[config.mk]
export PLATFORM = sky130hd
export DESIGN_NAME = user_au_lpf_cfg_ctrl
export DESIGN_NICKNAME = d
export VERILOG_FILES = /design/src/rtl/user_au_pkg.sv /design/src/rtl/user_au_obi_regif.sv /design/src/rtl/user_au_lpf_cfg_ctrl.sv
export SDC_FILE = /design/constraint.sdc
export NUM_CORES = 1
export LEC_CHECK = 0
export ABC_AREA = 1
export ABC_CLOCK_PERIOD_IN_PS = 3300
export CORE_ASPECT_RATIO = 2
export CORE_MARGIN = 2
export CORE_UTILIZATION = 45
export CTS_BUF_LIST = sky130_fd_sc_hd__clkbuf_2
export DETAILED_ROUTE_END_ITERATION = 10
export DONT_BUFFER_PORTS = 1
export PLACE_DENSITY = 0.6
export SYNTH_ARGS = -nofsm -noshare
export SYNTH_HDL_FRONTEND = slang
export SYNTH_SLANG_ARGS = --single-unit
[constraint.sdc]
create_clock -name clk_i -period 3.3 [get_ports clk_i]
set_input_delay 0.165 -clock clk_i [delete_from_list [all_inputs] [get_ports clk_i]]
set_output_delay 0.165 -clock clk_i [all_outputs]
set_load 0.05 [all_outputs]
[src/rtl/user_au_pkg.sv]
// Shared definitions for the LPF cascade configuration controller: OBI types,
// register map, CTRL/STATUS bit positions, FSM states and a byte-enable merge helper.
package user_au_pkg;

  typedef struct packed {
    int unsigned AddrWidth;
    int unsigned DataWidth;
    int unsigned IdWidth;
  } obi_cfg_t;

  localparam obi_cfg_t ObiDefaultConfig = '{AddrWidth: 32, DataWidth: 32, IdWidth: 1};

  typedef struct packed {
    logic        req;
    logic        we;
    logic [3:0]  be;
    logic [31:0] addr;
    logic [31:0] wdata;
    logic [0:0]  aid;
  } user_au_obi_req_t;

  typedef struct packed {
    logic        gnt;
    logic        rvalid;
    logic [31:0] rdata;
    logic [0:0]  rid;
    logic        err;
  } user_au_obi_rsp_t;

  // Word offsets (addr[7:2])
  localparam logic [5:0] REG_CTRL      = 6'd0;
  localparam logic [5:0] REG_STATUS    = 6'd1;
  localparam logic [5:0] REG_CNT       = 6'd2;
  localparam logic [5:0] REG_COEF_BASE = 6'd4;

  localparam int unsigned CTRL_COMMIT_BIT    = 0;
  localparam int unsigned CTRL_BYPASS_LSB    = 8;
  localparam int unsigned STATUS_PENDING_BIT = 0;
  localparam int unsigned STATUS_APPLIED_BIT = 1;

  typedef enum logic [1:0] {IDLE, DRAIN, APPLY} lpf_cfg_state_e;

  function automatic logic [31:0] apply_be(input logic [31:0] old_val,
                                           input logic [31:0] wdata,
                                           input logic [3:0]  be);
    logic [31:0] res;
    res = old_val;
    for (int b = 0; b < 4; b++) begin
      if (be[b]) res[8*b +: 8] = wdata[8*b +: 8];
    end
    return res;
  endfunction

endpackage

[src/rtl/user_au_obi_regif.sv]
// OBI slave front end: always grants, registers rvalid/rdata/rid/err one cycle after
// the request, and exposes a flat write-strobe/address/data/byte-enable interface.
module user_au_obi_regif
  import user_au_pkg::*;
#(
  parameter obi_cfg_t ObiCfg    = ObiDefaultConfig,
  parameter type      obi_req_t = user_au_obi_req_t,
  parameter type      obi_rsp_t = user_au_obi_rsp_t
) (
  input  logic        clk_i,
  input  logic        rst_ni,
  input  obi_req_t    obi_req_i,
  output obi_rsp_t    obi_rsp_o,
  output logic        we_o,
  output logic [5:0]  addr_o,
  output logic [31:0] wdata_o,
  output logic [3:0]  be_o,
  input  logic [31:0] rdata_i,
  input  logic        err_i
);

  logic                      rvalid_q;
  logic                      err_q;
  logic [31:0]               rdata_q;
  logic [ObiCfg.IdWidth-1:0] rid_q;
  logic                      unused_addr;

  assign we_o        = obi_req_i.req & obi_req_i.we;
  assign addr_o      = obi_req_i.addr[7:2];
  assign wdata_o     = obi_req_i.wdata;
  assign be_o        = obi_req_i.be;
  // Only the 256-byte window is decoded; the crossbar has already selected this block.
  assign unused_addr = ^{obi_req_i.addr[31:8], obi_req_i.addr[1:0]};

  always_ff @(posedge clk_i or negedge rst_ni) begin
    if (!rst_ni) begin
      rvalid_q <= 1'b0;
      err_q    <= 1'b0;
      rdata_q  <= '0;
      rid_q    <= '0;
    end else begin
      rvalid_q <= obi_req_i.req;
      if (obi_req_i.req) begin
        rid_q   <= obi_req_i.aid;
        err_q   <= err_i;
        rdata_q <= (obi_req_i.we || err_i) ? 32'd0 : rdata_i;
      end
    end
  end

  always_comb begin
    obi_rsp_o        = '0;
    obi_rsp_o.gnt    = 1'b1;
    obi_rsp_o.rvalid = rvalid_q;
    obi_rsp_o.rdata  = rdata_q;
    obi_rsp_o.rid    = rid_q;
    obi_rsp_o.err    = err_q;
  end

endmodule

[src/rtl/user_au_lpf_cfg_ctrl.sv]
// Shadow/active coefficient controller for the LPF cascade: COMMIT stalls input, drains,
// then swaps the shadow set in atomically. USER_AU_LPF_CFG_IRQ_EN adds a sticky applied IRQ.
module user_au_lpf_cfg_ctrl
  import user_au_pkg::*;
#(
  parameter int unsigned       NUM_STAGES = 2,
  parameter int unsigned       CoefW      = 32,
  parameter logic [CoefW-1:0]  CoefRstVal = CoefW'(32'h0800_0000),
  parameter obi_cfg_t          ObiCfg     = ObiDefaultConfig,
  parameter type               obi_req_t  = user_au_obi_req_t,
  parameter type               obi_rsp_t  = user_au_obi_rsp_t
) (
  input  logic                                 clk_i,
  input  logic                                 rst_ni,
  input  obi_req_t                             obi_req_i,
  output obi_rsp_t                             obi_rsp_o,
  input  logic [NUM_STAGES-1:0]                stage_busy_i,
  output logic                                 hold_o,
  output logic [NUM_STAGES-1:0][CoefW-1:0]     coef_o,
  output logic [NUM_STAGES-1:0]                bypass_o,
  output logic                                 apply_o
`ifdef USER_AU_LPF_CFG_IRQ_EN
  ,
  output logic                                 irq_o
`endif
);

  logic        we;
  logic [5:0]  addr;
  logic [31:0] wdata;
  logic [3:0]  be;
  logic [31:0] rdata;
  logic        err;

  lpf_cfg_state_e state_q, state_d;

  logic [NUM_STAGES-1:0][CoefW-1:0] shad_coef_q, shad_coef_d;
  logic [NUM_STAGES-1:0]            shad_byp_q, shad_byp_d;
  logic [NUM_STAGES-1:0][CoefW-1:0] coef_q;
  logic [NUM_STAGES-1:0]            byp_q;
  logic [31:0]                      cnt_q;
  logic [5:0]                       coef_idx;
  logic [31:0]                      coef_merged;
  logic                             coef_hit;
  logic                             commit_wr;

  user_au_obi_regif #(
    .ObiCfg    (ObiCfg),
    .obi_req_t (obi_req_t),
    .obi_rsp_t (obi_rsp_t)
  ) u_regif (
    .clk_i     (clk_i),
    .rst_ni    (rst_ni),
    .obi_req_i (obi_req_i),
    .obi_rsp_o (obi_rsp_o),
    .we_o      (we),
    .addr_o    (addr),
    .wdata_o   (wdata),
    .be_o      (be),
    .rdata_i   (rdata),
    .err_i     (err)
  );

  // Addresses below the coefficient base wrap to a large index and never hit a stage.
  assign coef_idx  = addr - REG_COEF_BASE;
  assign commit_wr = we && (addr == REG_CTRL) && be[0] && wdata[CTRL_COMMIT_BIT];

`ifdef USER_AU_LPF_CFG_IRQ_EN
  logic applied_q, applied_d;
  assign irq_o = applied_q;
`endif

  // Read decode: always returns shadow state, never the active set.
  always_comb begin
    rdata    = '0;
    err      = 1'b0;
    coef_hit = 1'b0;
    for (int k = 0; k < NUM_STAGES; k++) begin
      if (coef_idx == 6'(k)) begin
        coef_hit = 1'b1;
        rdata    = 32'(shad_coef_q[k]);
      end
    end
    if (addr == REG_CTRL) begin
      rdata = 32'(shad_byp_q) << CTRL_BYPASS_LSB;
    end else if (addr == REG_STATUS) begin
      rdata                     = '0;
      rdata[STATUS_PENDING_BIT] = (state_q != IDLE);
`ifdef USER_AU_LPF_CFG_IRQ_EN
      rdata[STATUS_APPLIED_BIT] = applied_q;
`endif
    end else if (addr == REG_CNT) begin
      rdata = cnt_q;
    end else if (!coef_hit) begin
      err = 1'b1;
    end
  end

  // Shadow writes are accepted in every FSM state.
  always_comb begin
    shad_coef_d = shad_coef_q;
    shad_byp_d  = shad_byp_q;
    coef_merged = '0;
    if (we && (addr == REG_CTRL) && be[1]) begin
      shad_byp_d = wdata[CTRL_BYPASS_LSB +: NUM_STAGES];
    end
    for (int k = 0; k < NUM_STAGES; k++) begin
      if (we && (coef_idx == 6'(k))) begin
        coef_merged    = apply_be(32'(shad_coef_q[k]), wdata, be);
        shad_coef_d[k] = CoefW'(coef_merged);
      end
    end
  end

`ifdef USER_AU_LPF_CFG_IRQ_EN
  // Set on APPLY takes priority over a simultaneous software clear.
  always_comb begin
    applied_d = applied_q;
    if (we && (addr == REG_STATUS) && be[0] && wdata[STATUS_APPLIED_BIT]) applied_d = 1'b0;
    if (apply_o) applied_d = 1'b1;
  end

  always_ff @(posedge clk_i or negedge rst_ni) begin
    if (!rst_ni) applied_q <= 1'b0;
    else         applied_q <= applied_d;
  end
`endif

  always_ff @(posedge clk_i or negedge rst_ni) begin
    if (!rst_ni) begin
      state_q <= IDLE;
    end else begin
      state_q <= state_d;
    end
  end

  always_comb begin
    state_d = state_q;
    case (state_q)
      IDLE:    if (commit_wr) state_d = DRAIN;
      DRAIN:   if (stage_busy_i == '0) state_d = APPLY;
      APPLY:   state_d = IDLE;
      default: state_d = IDLE;
    endcase
  end

  always_comb begin
    hold_o  = (state_q != IDLE);
    apply_o = (state_q == APPLY);
  end

  // Active set is loaded from the pre-edge shadow, so a write in the APPLY cycle misses it.
  always_ff @(posedge clk_i or negedge rst_ni) begin
    if (!rst_ni) begin
      shad_coef_q <= {NUM_STAGES{CoefRstVal}};
      shad_byp_q  <= '0;
      coef_q      <= {NUM_STAGES{CoefRstVal}};
      byp_q       <= '0;
      cnt_q       <= '0;
    end else begin
      shad_coef_q <= shad_coef_d;
      shad_byp_q  <= shad_byp_d;
      if (apply_o) begin
        coef_q <= shad_coef_q;
        byp_q  <= shad_byp_q;
        cnt_q  <= cnt_q + 32'd1;
      end
    end
  end

  assign coef_o   = coef_q;
  assign bypass_o = byp_q;

endmodule
==> summary.md, run 1 <==
| Metric | Value |
|---|---|
| Result of the run | `finished with violations` |
| Failing checks | `negative hold slack` |
| H-tree Lvls | `2` |
| Number of instances in the synthesized netlist | `1175` |
| Routed wire length | `24800 um` |
| Max Cap Violations | `0` |
| Total buffers and inverters traversed by the critical path | `5` |
| Hold crit path type | `input port to async pin` |
| Clock tree from TritonCTS | `yes` |
| Area of the placeable core | `20400 um^2` |
| Final worst path period need | `approximately 3.1 ns` |
| X dimension of the die | `106 um` |
| Setup fix buffers added after clock tree synthesis | `0` |
| Worst setup slack before clock tree synthesis | `approximately 1.2 ns` |
| First-pass GRT wire length | `40900 um` |
| Remaining number of nets flagged by the antenna check after routing | `0` |
| DIE HEIGHT | `208 um` |
| Overall global routing resource usage | `0.235` |
| Proportion of layout cells with a drive suffix above 1 | `0.110` |
| Top cell family by delay on the critical path | `buffers and inverters` |
| Total power density per cell area | `395 nW/um^2` |
| Worst VDD drop | `roughly 0.00022 V` |
| Number of warnings issued by yosys | `0` |
| Sequential fraction of the synthesis area | `0.540` |
| Mapped Nets | `1251` |
| Critical path class | `input port to flip-flop` |
| Number of distinct library cell variants in the gate-level netlist after synthesis | `34` |
| Via count of the first global-routing pass | `between 8k and 9k` |
| Buffers added on ports | `0` |
| Most frequent standard cell in the layout excluding fill and tap cells | `sky130_fd_sc_hd__nand2_1` |
| Setup TNS | `0 ns` |
| Antenna violations before repair | `1` |
| Pin slew with the least headroom to its limit | `0.924 ns` |
| Critical Path Fanout Max | `6` |
| Number of sinks handled by clock tree synthesis | `between 200 and 250` |
| Worst-path cell chain | `dlygate4sd3_1, nor2_4, dlygate4sd3_1, nand3_2, nand2_1, nand4_1, dlygate4sd3_1, nand2_1, dlygate4sd3_1, nand2_1, dlygate4sd3_1, nand2_1` |
| Area of the die | `~22000 um^2` |
| Gr ovfl total | `0` |
| Final count of pins violating max slew | `0` |
| Floorplan row count | `74` |
| HPWL after detailed placement | `16200 um` |
| Final Core Density | `0.528` |
| Data arrival time of the worst path | `3.84 ns` |
| Clock insertion delay at the later pin of the skew report | `just under 0.8 ns` |
| CP most frequent cell | `sky130_fd_sc_hd__dlygate4sd3_1` |
| Share of the clock period used by the worst path | `0.944` |
| Number of hold buffers added after cts | `90` |
| Top achievable clock speed | `321 MHz` |
| Worst setup skew after layout | `0.0315 ns` |
| Number of nets in the final layout | `1349` |
| Total DRC errors in the routed layout | `0` |
| Netlist area before placement | `a little over 9000 um^2` |
| Final setup slack of the worst path | `~0.19 ns` |
| Number of buffers created by CTS | `44` |
| Vias | `7739` |
| Clk pin slew, worst setup/hold paths | `0.13 ns` |
| Setup repair after global routing missed its margin | `false` |
| IO Count | `179` |
| Post-synthesis register bit count | `201` |
| Routed WL per cell | `15.8 um` |
| Most used cells in the layout excluding fill and tap cells | `sky130_fd_sc_hd__nand2_1 (611), sky130_fd_sc_hd__dfrtp_1 (197), sky130_fd_sc_hd__dlygate4sd3_1 (90)` |
| Pin count of the biggest net entering global routing | `202` |
| First-pass iteration count of the detailed router | `4` |
| Detail-routed via count per cell | `4.92` |
| Number of gates resized after CTS | `0` |
| Synthesis-to-finish area growth | `15.3%` |
| Cell at the root of the clock tree | `sky130_fd_sc_hd__clkbuf_2` |
| Syn Area/Cell | `7.94 um^2` |
| Relative slew slack | `0.383` |
| Iter 0 DRT Violations | `around 330` |
| Number of buffers between clock root and the deepest sink | `3` |
| Crit path capture type | `flip-flop` |
| Launching element type of the critical path | `input port` |
| Number of failing setup endpoints in the final timing report | `0` |
| Worst hold slack | `-0.939 ns` |
| Leakage dissipation | `5.70 nW` |
| Final hold violations | `201` |
| Longest individual stage delay on the worst path | `0.71 ns` |
| Cell with the biggest individual delay on the critical path | `sky130_fd_sc_hd__dlygate4sd3_1` |
| Final weighted congestion in routability-driven placement | `~0.92` |
| Endpoint required time on the critical path | `4.03 ns` |
| Initial core utilization | `0.458` |
==> power by group <==
group,switching (mW),internal (mW),leakage (nW),total [mW]
sequential,0.0496,2.51,2.77,2.55
clock,0.976,0.527,0.304,1.50
combinational,0.0975,0.0937,2.62,0.191
total,1.12,3.13,5.70,4.25
==> state kept, by name (all words and copies together) (netlist names) <==
name	count
u_regif.rdata_q	32
cnt_q	32
u_regif.rvalid_q	1
coef_o	64
bypass_o	2
shad_coef_q	64
state_q	2
shad_byp_q	2
u_regif.rid_q	1
u_regif.err_q	1
==> cell usage after synthesis, drive strengths merged <==
master | n | area (um^2)
nand4 | 11 | 68.8
dfrtp | 197 | 4930
nand3b | 3 | 22.5
nand3 | 57 | 290
xor2 | 9 | 78.8
clkbuf | 10 | 37.5
clkinv | 1 | 3.75
buf | 35 | 234
nor2 | 69 | 310
o21ai | 68 | 460
nand2 | 626 | 2400
o211ai | 1 | 7.51
conb | 1 | 3.75
nor3 | 3 | 31.3
ha | 1 | 12.5
dfstp | 4 | 105
xnor2 | 5 | 43.8
inv | 73 | 277
nor4 | 1 | 6.26
==> cell families after synthesis <==
group / Yosys count / synth area share
compound gates: 69 / 0.0502
flops: 201 / 0.540
simple gates: 770 / 0.336
fa+ha+maj: 1 / 0.00134
buf+inv: 119 / 0.0592
xor+xnor: 14 / 0.0131
other cells: 1 / 0.000402
==> stage by stage <==
step                cells  power, mW  cell area [um^2]
floorplan            1175       2.68              9330
global placement     1403       2.71              9470
detailed placement   1403       2.71              9470
CTS                  1572       4.33             10800
global route         1573       4.46             10800
finish               1573       4.25             10800
==> worst paths after layout <==
| kind | from | to | slack, ns | depth (start not counted) |
|---|---|---|---|---|
| min in group clk_i | obi_req_i[70] | u_regif.rvalid_q$_DFF_PN0_ | 0.11 | 1 |
| setup / recovery | obi_req_i[39] | u_regif.rdata_q[0]$_DFFE_PN0P_ | 0.19 | 12 |
| hold / removal | rst_ni | coef_o[11]$_DFFE_PN0P_ | -0.94 | 0 |
| max in group asynchronous | rst_ni | coef_o[27]$_DFFE_PN1P_ | 3.91 | 0 |
| hold reg to reg | shad_coef_q[27]$_DFFE_PN1P_ | coef_o[27]$_DFFE_PN1P_ | 0.48 | 2 |
| setup reg to reg | state_q[0]$_DFFE_PN0P_ | u_regif.rdata_q[0]$_DFFE_PN0P_ | 0.56 | 9 |
==> area by class of cell <==
| type | instances | area (um^2) |
|---|---|---|
| clock inverter | 14 | 58.8 |
| timing repair buffer | 97 | 966 |
| sequential | 201 | 5030 |
| antenna | 1 | 2.50 |
| multi-input combinational | 855 | 3750 |
| clock buffer | 65 | 325 |
| fill | 2050 | 9620 |
| inverter | 74 | 280 |
| tap | 266 | 333 |
==> layer usage <==
layer | vias up | wire length, um | part of all wire | global-route usage
met5 | - | 0 | 0 | 0
met4 | 0 | 933 | 0.038 | 0.105
met3 | 61 | 1010 | 0.041 | 0.0402
met2 | 206 | 13800 | 0.56 | 0.441
met1 | 3623 | 9090 | 0.37 | 0.251
li1 | 3849 | - | - | -
No activity file was read; power rests on OpenSTA's default activity.
==> inputs of run 2 (changes only) <==
SETUP_SLACK_MARGIN = 0.4   (was not set)
==> run 2 against run 1 <==
Effect of this change: the run still ends with negative hold slack left; total power is essentially flat; sequential power barely moved; die area stayed put; first-iteration DRC count up 0.60%; via count shrank 0.13%; non-clock buffer count is 2 higher; largest cell class unchanged; worst hold slack lost 0.0066 ns; routed wire length increased by 0.21%; cell count is 0.13% higher; combinational power about the same.
==> summary.md, run 2 (synthesis gave the netlist of run 1 again) <==
| Metric | Value |
|---|---|
| Cell at the root of the clock tree | `sky130_fd_sc_hd__clkbuf_2` |
| Initial core utilization | `0.458` |
| Final count of pins violating max slew | `0` |
| Launching element of the worst setup path | `state_q[0]$_DFFE_PN0P_` |
| Final weighted congestion in routability-driven placement | `between 0.9 and 1` |
| H-tree Lvls | `2` |
| Worst reg2reg setup slack | `~0.54 ns` |
| Area of the placeable core | `between 20000 and 25000 um^2` |
| Longest individual stage delay on the worst path | `0.55 ns` |
| Remaining number of nets flagged by the antenna check after routing | `0` |
| IO Count | `179` |
| Number of hold buffers added after cts | `92` |
| Pin count of the biggest net entering global routing | `202` |
| Critical Path Fanout Max | `4` |
| Iter 0 DRT Violations | `334` |
| First-pass iteration count of the detailed router | `4` |
| Most frequent standard cell in the layout excluding fill and tap cells | `sky130_fd_sc_hd__nand2_1` |
| Vias | `7729` |
| Worst setup slack before clock tree synthesis | `1.25 ns` |
| Number of sinks handled by clock tree synthesis | `201` |
| Antenna violations before repair | `1` |
| Clock insertion delay at the later pin of the skew report | `0.78 ns` |
| Number of buffers created by CTS | `44` |
| Detail-routed via count per cell | `4.91` |
| First-pass GRT wire length | `40800 um` |
| Total buffers and inverters traversed by the critical path | `3` |
| Clk pin slew, worst setup/hold paths | `0.13 ns` |
| Total DRC errors in the routed layout | `0` |
| Data arrival time of the worst path | `between 3 and 4 ns` |
| Max Cap Violations | `0` |
| Setup repair after global routing missed its margin | `false` |
| Pin slew with the least headroom to its limit | `0.930 ns` |
| Crit path capture type | `flip-flop` |
| Routed wire length | `24900 um` |
| Worst reg2reg path startpoint | `state_q[0]$_DFFE_PN0P_` |
| Synthesis-to-finish area growth | `15.5%` |
| X dimension of the die | `106 um` |
| Area of the die | `22000 um^2` |
| Setup fix buffers added after clock tree synthesis | `0` |
| Number of nets in the final layout | `1351` |
| Critical path class | `flip-flop to flip-flop` |
| Failing checks | `negative hold slack` |
| Floorplan row count | `74` |
| Endpoint of the worst-slack reg-to-reg timing path | `u_regif.rdata_q[0]$_DFFE_PN0P_` |
| Worst hold slack | `-0.946 ns` |
| Routed WL per cell | `about 16 um` |
| Endpoint required time on the critical path | `3.99 ns` |
| Hold crit path type | `input port to async pin` |
| Most used cells in the layout excluding fill and tap cells | `sky130_fd_sc_hd__nand2_1 (611), sky130_fd_sc_hd__dfrtp_1 (197), sky130_fd_sc_hd__dlygate4sd3_1 (92)` |
| Result of the run | `finished with violations` |
| Worst-path cell chain | `nor2_1, nor2_1, nand4_1, dlygate4sd3_1, nand2_1, dlygate4sd3_1, nand2_1, dlygate4sd3_1, nand2_1` |
| Final worst path period need | `~2.8 ns` |
| Final setup slack of the worst path | `0.543 ns` |
| Number of failing setup endpoints in the final timing report | `0` |
| Number of gates resized after CTS | `0` |
| Worst setup skew after layout | `slightly above 0.03 ns` |
| Crit. path cell count | `9` |
| Gr ovfl total | `0` |
| Launching element type of the critical path | `flip-flop` |
| Buffers added on ports | `0` |
| DIE HEIGHT | `208 um` |
| HPWL after detailed placement | `16200 um` |
| Top cell family by delay on the critical path | `buffers and inverters` |
| Via count of the first global-routing pass | `roughly 8.1k` |
| Relative slew slack | `0.379` |
| Proportion of layout cells with a drive suffix above 1 | `0.110` |
| Setup TNS | `0 ns` |
| Share of the clock period used by the worst path | `0.835` |
| Worst reg-to-reg path cell count | `9` |
| Clock tree from TritonCTS | `yes` |
| Worst VDD drop | `0.000219 V` |
| Overall global routing resource usage | `0.234` |
| Final hold violations | `roughly 200` |
| Cell with the biggest individual delay on the critical path | `sky130_fd_sc_hd__dlygate4sd3_1` |
| Leakage dissipation | `5.70 nW` |
| Number of buffers between clock root and the deepest sink | `3` |
| Total power density per cell area | `~390 nW/um^2` |
| Top achievable clock speed | `around 360 MHz` |
[run 2: changes by cell type in the layout (fill, tap and decap cells not counted)]
cell / before / now
sky130_fd_sc_hd__dlygate4sd3_1: 90 / 92
[run 2: how the worst max path moves through the flow]
stage | endpoint | slack, ns
global route | u_regif.rdata_q[0]$_DFFE_PN0P_ | 0.46
finish | u_regif.rdata_q[0]$_DFFE_PN0P_ | 0.54
detailed placement | cnt_q[2]$_DFFE_PN0P_ | 1.25
CTS | u_regif.rdata_q[0]$_DFFE_PN0P_ | 0.59
floorplan | cnt_q[20]$_DFFE_PN0P_ | 1.80
global placement | cnt_q[2]$_DFFE_PN0P_ | 1.28
[run 2: layout make-up]
class / instances / area (um^2)
Antenna cell: 1 / 2.50
Clock buffer: 65 / 325
Clock inverter: 14 / 58.8
Fill cell: 2050 / 9600
Inverter: 74 / 280
Multi-Input combinational cell: 855 / 3750
Sequential cell: 201 / 5030
Tap cell: 266 / 333
Timing Repair Buffer: 99 / 986
[run 2: worst reg2reg max path, stage by stage (launching register included)]
cell                            delay [ns]
sky130_fd_sc_hd__dfrtp_1              0.46
sky130_fd_sc_hd__nor2_1               0.26
sky130_fd_sc_hd__nor2_1               0.07
sky130_fd_sc_hd__nand4_1              0.09
sky130_fd_sc_hd__dlygate4sd3_1        0.55
sky130_fd_sc_hd__nand2_1              0.05
sky130_fd_sc_hd__dlygate4sd3_1        0.55
sky130_fd_sc_hd__nand2_1              0.06
sky130_fd_sc_hd__dlygate4sd3_1        0.55
sky130_fd_sc_hd__nand2_1              0.05
[run 2: through the flow]
| stage | cell area (um^2) | hold WS [ns] | cells | total power, mW | utilization |
|---|---|---|---|---|---|
| final | 10800 | -0.946 | 1575 | 4.25 | 0.529 |
| after global routing | 10800 | -1.01 | 1575 | 4.46 | 0.529 |
| after CTS | 10800 | -1.02 | 1574 | 4.32 | 0.529 |
| after detailed placement | 9470 | -0.128 | 1403 | 2.71 | 0.465 |
| after global placement | 9470 | -0.127 | 1403 | 2.71 | 0.465 |
| after floorplan | 9330 | -0.131 | 1175 | 2.68 | - |
[run 2: layer usage]
metal	track usage	wire (um)	vias up
met5	0	0	-
met4	0.0975	824	0
met3	0.0396	1010	54
met2	0.443	13900	195
met1	0.250	9210	3632
li1	-	-	3848
[run 2: power by group]
part | total, mW | internal, mW | switching [mW]
sequential | 2.55 | 2.51 | 0.0496
clock | 1.50 | 0.527 | 0.976
combinational | 0.190 | 0.0925 | 0.0977
total | 4.25 | 3.12 | 1.12
==> inputs of run 3 (changes only) <==
ABC_AREA = 0   (was 1)
ABC_CLOCK_PERIOD_IN_PS = 2290   (was 3300)
PLACE_DENSITY = 0.62   (was 0.6)
clock period = 2.29 ns   (was 3.3 ns; I/O delays follow)
==> run 3 against run 2 <==
Effect of this change: the flow still finishes with violations (negative hold slack); core utilization is 0.21 points higher; setup slack got worse by 0.087 ns; sequential share of layout area grew 4.1 points; total power increased by 50%; routed wire length is 10% lower; largest cell class unchanged; highest routed layer unchanged.
==> summary.md, run 3 <==
| Metric | Value |
|---|---|
| Result of the run | `finished with violations` |
| Failing checks | `negative hold slack` |
| Leakage dissipation | `4.73 nW` |
| Global routing met1 resource utilization | `0.243` |
| Launching element type of the critical path | `input port` |
| Final weighted congestion in routability-driven placement | `0.795` |
| Antenna violations before repair | `1` |
| Routed wire length | `22400 um` |
| Setup repair after global routing missed its margin | `false` |
| H-tree Lvls | `2` |
| Proportion of layout cells with a drive suffix above 1 | `0.205` |
| Endpoint required time on the critical path | `2.91 ns` |
| X dimension of the die | `between 100 and 150 um` |
| Pin slew with the least headroom to its limit | `0.743 ns` |
| Cell type contributing the most total cell area after synthesis | `sky130_fd_sc_hd__dfrtp_1` |
| Max Cap Violations | `0` |
| Sequential fraction of the synthesis area | `0.595` |
| Total DRC errors in the routed layout | `0` |
| Setup TNS | `0 ns` |
| Overall global routing resource usage | `0.229` |
| Area contributors post-synth | `sky130_fd_sc_hd__dfrtp_1 (58%), sky130_fd_sc_hd__nand2_1 (9.5%), sky130_fd_sc_hd__mux2_2 (8.9%), sky130_fd_sc_hd__a221oi_1 (3.2%), sky130_fd_sc_hd__xnor2_1 (3.1%)` |
| Top cell family by delay on the critical path | `buffers and inverters` |
| Number of buffers between clock root and the deepest sink | `3` |
| Number of sinks handled by clock tree synthesis | `201` |
| Post-synthesis register bit count | `around 200` |
| DIE HEIGHT | `198 um` |
| Data arrival time of the worst path | `2.46 ns` |
| Grt met2 use | `0.419` |
| Number of distinct library cell variants in the gate-level netlist after synthesis | `50` |
| Number of instances in the synthesized netlist | `~750` |
| GRT busiest layer | `met2` |
| Cell at the root of the clock tree | `sky130_fd_sc_hd__clkbuf_2` |
| Most frequent cells after synthesis | `sky130_fd_sc_hd__nand2_1 (215), sky130_fd_sc_hd__dfrtp_1 (197), sky130_fd_sc_hd__mux2_2 (67)` |
| Worst hold slack | `-0.938 ns` |
| Worst VDD drop | `0.000401 V` |
| Total power density per cell area | `645 nW/um^2` |
| Vias | `6176` |
| First-pass iteration count of the detailed router | `4` |
| Final hold violations | `201` |
| CP most frequent cell | `sky130_fd_sc_hd__dlygate4sd3_1` |
| Final instance area | `9910 um^2` |
| Hold crit path type | `input port to async pin` |
| Via count of the first global-routing pass | `6710` |
| Worst-path cell chain | `dlygate4sd3_1, nor2_1, nand2_1, nor2_2, buf_4, mux2_2, dlygate4sd3_1` |
| Number of fill cells in the layout | `between 1.5k and 2k` |
| Floorplan row count | `71` |
| Critical path class | `input port to flip-flop` |
| Syn Area/Cell | `11.3 um^2` |
| Netlist area before placement | `approximately 8500 um^2` |
| Most frequent cell after synthesis | `sky130_fd_sc_hd__nand2_1` |
| Cell with the biggest individual delay on the critical path | `sky130_fd_sc_hd__dlygate4sd3_1` |
| Final worst path period need | `1.83 ns` |
| Mapped Nets | `about 830` |
| Top achievable clock speed | `545 MHz` |
| Buffers added on ports | `0` |
| Synth top area share | `0.582` |
| Most used cells in the layout excluding fill and tap cells | `sky130_fd_sc_hd__nand2_1 (215), sky130_fd_sc_hd__dfrtp_1 (197), sky130_fd_sc_hd__dlygate4sd3_1 (69)` |
| Pin count of the biggest net entering global routing | `202` |
| Clock tree from TritonCTS | `yes` |
| Final count of pins violating max slew | `0` |
| Top flip-flop cell by instance count after synthesis | `sky130_fd_sc_hd__dfrtp_1` |
| Initial core utilization | `0.454` |
| Remaining number of nets flagged by the antenna check after routing | `0` |
| Post-layout total power | `6.39 mW` |
| First-pass GRT wire length | `35300 um` |
| Detail-routed via count per cell | `5.65` |
| Relative slew slack | `0.505` |
| Number of buffers created by CTS | `44` |
| Total buffers and inverters traversed by the critical path | `3` |
| Number of failing setup endpoints in the final timing report | `0` |
| Post-placement cell area | `approximately 8700 um^2` |
| Number of enable-type register cells in the synthesized netlist | `0` |
| HPWL after detailed placement | `14600 um` |
| Most frequent standard cell in the layout excluding fill and tap cells | `sky130_fd_sc_hd__nand2_1` |
| Crit path capture type | `flip-flop` |
| Clk pin slew, worst setup/hold paths | `approximately 0.11 ns` |
| Clock insertion delay at the later pin of the skew report | `around 0.76 ns` |
| Iter 0 DRT Violations | `approximately 190` |
| Longest individual stage delay on the worst path | `0.61 ns` |
| Area of the placeable core | `18700 um^2` |
| Gr ovfl total | `0` |
| Post-synthesis async set-or-reset flop share | `1.00` |
| Area of the die | `roughly 20000 um^2` |
| Met3 track demand over resource in global routing | `0.0413` |
| Number of warnings issued by yosys | `0` |
| Synthesis-to-finish area growth | `17.0%` |
| Critical Path Fanout Max | `8` |
| Number of nets in the final layout | `~920` |
| Worst setup skew after layout | `~0.056 ns` |
| Share of the clock period used by the worst path | `0.801` |
| IO Count | `179` |
| Routed WL per cell | `20.5 um` |
## run 3: kinds of logic after synthesis
| logic type | Yosys count | share of synthesized area |
|---|---|---|
| AO/OA/AOI/OAI | 104 | 0.0955 |
| other | 1 | 0.000443 |
| buffers and inverters | 46 | 0.0260 |
| adder cells (fa/ha/maj) | 1 | 0.00148 |
| multiplexers | 67 | 0.0891 |
| flip-flops | 201 | 0.595 |
| XOR/XNOR | 31 | 0.0321 |
| AND/OR/NAND/NOR | 301 | 0.161 |
## run 3: metrics by stage
stage | utilization | instances | setup slack [ns]
after global placement | 0.465 | 943 | 0.454
after CTS | 0.529 | 1091 | 0.400
after detailed placement | 0.465 | 943 | 0.411
final | 0.531 | 1093 | 0.456
after global routing | 0.531 | 1093 | 0.408
after floorplan | - | 752 | 0.641
## run 3: per-layer routing
| layer | part of all wire | up-vias | wire [um] |
|---|---|---|---|
| met2 | 0.55 | 191 | 12300 |
| met4 | 0.048 | 0 | 1080 |
| li1 | - | 2836 | - |
| met3 | 0.046 | 72 | 1030 |
| met5 | 0 | - | 0 |
| met1 | 0.36 | 3077 | 7980 |
## run 3: cell type report
cell class                 instances  area (um^2)  share of cell area
timing repair inverter             1         6.26            0.000632
multi-input combinational        505         3240               0.327
timing repair buffer              88          896              0.0904
inverter                           2         15.0             0.00152
clock inverter                    17          146              0.0148
sequential                       201         5030               0.508
antenna                            1         2.50            0.000253
clock buffer                      59          295              0.0298
tap                              219          274              0.0277
## run 3: what timing repair did
item / 4_1_cts / 5_1_grt
gates cloned: 2 / 0
hold buffers: 69 / 1
endpoints found under the hold margin: 304 / 202
resized for setup: 5 / 4
buffers inserted: 1 / 0
setup endpoints to repair: 1 / 8
## run 3: report_power, final
group / switching [mW] / leakage (nW) / internal [mW]
combinational: 0.104 / 1.64 / 0.148
clock: 1.39 / 0.316 / 1.04
sequential: 0.0903 / 2.77 / 3.61
total: 1.59 / 4.73 / 4.80
## run 3: path summary, 6_finish.rpt
check	endpoint	startpoint	cells past startpoint	slack [ns]
setup / recovery	shad_coef_q[58]$_DFFE_PN0P_	obi_req_i[40]	7	0.46
hold / removal	coef_o[58]$_DFFE_PN0P_	rst_ni	0	-0.94
max in group asynchronous	shad_coef_q[31]$_DFFE_PN0P_	rst_ni	0	2.78
min in group clk_i	u_regif.rdata_q[8]$_DFFE_PN0P_	obi_req_i[70]	3	0.06
setup reg to reg	cnt_q[27]$_DFFE_PN0P_	cnt_q[7]$_DFFE_PN0P_	5	0.58
hold reg to reg	coef_o[59]$_DFFE_PN1P_	shad_coef_q[59]$_DFFE_PN1P_	2	0.47
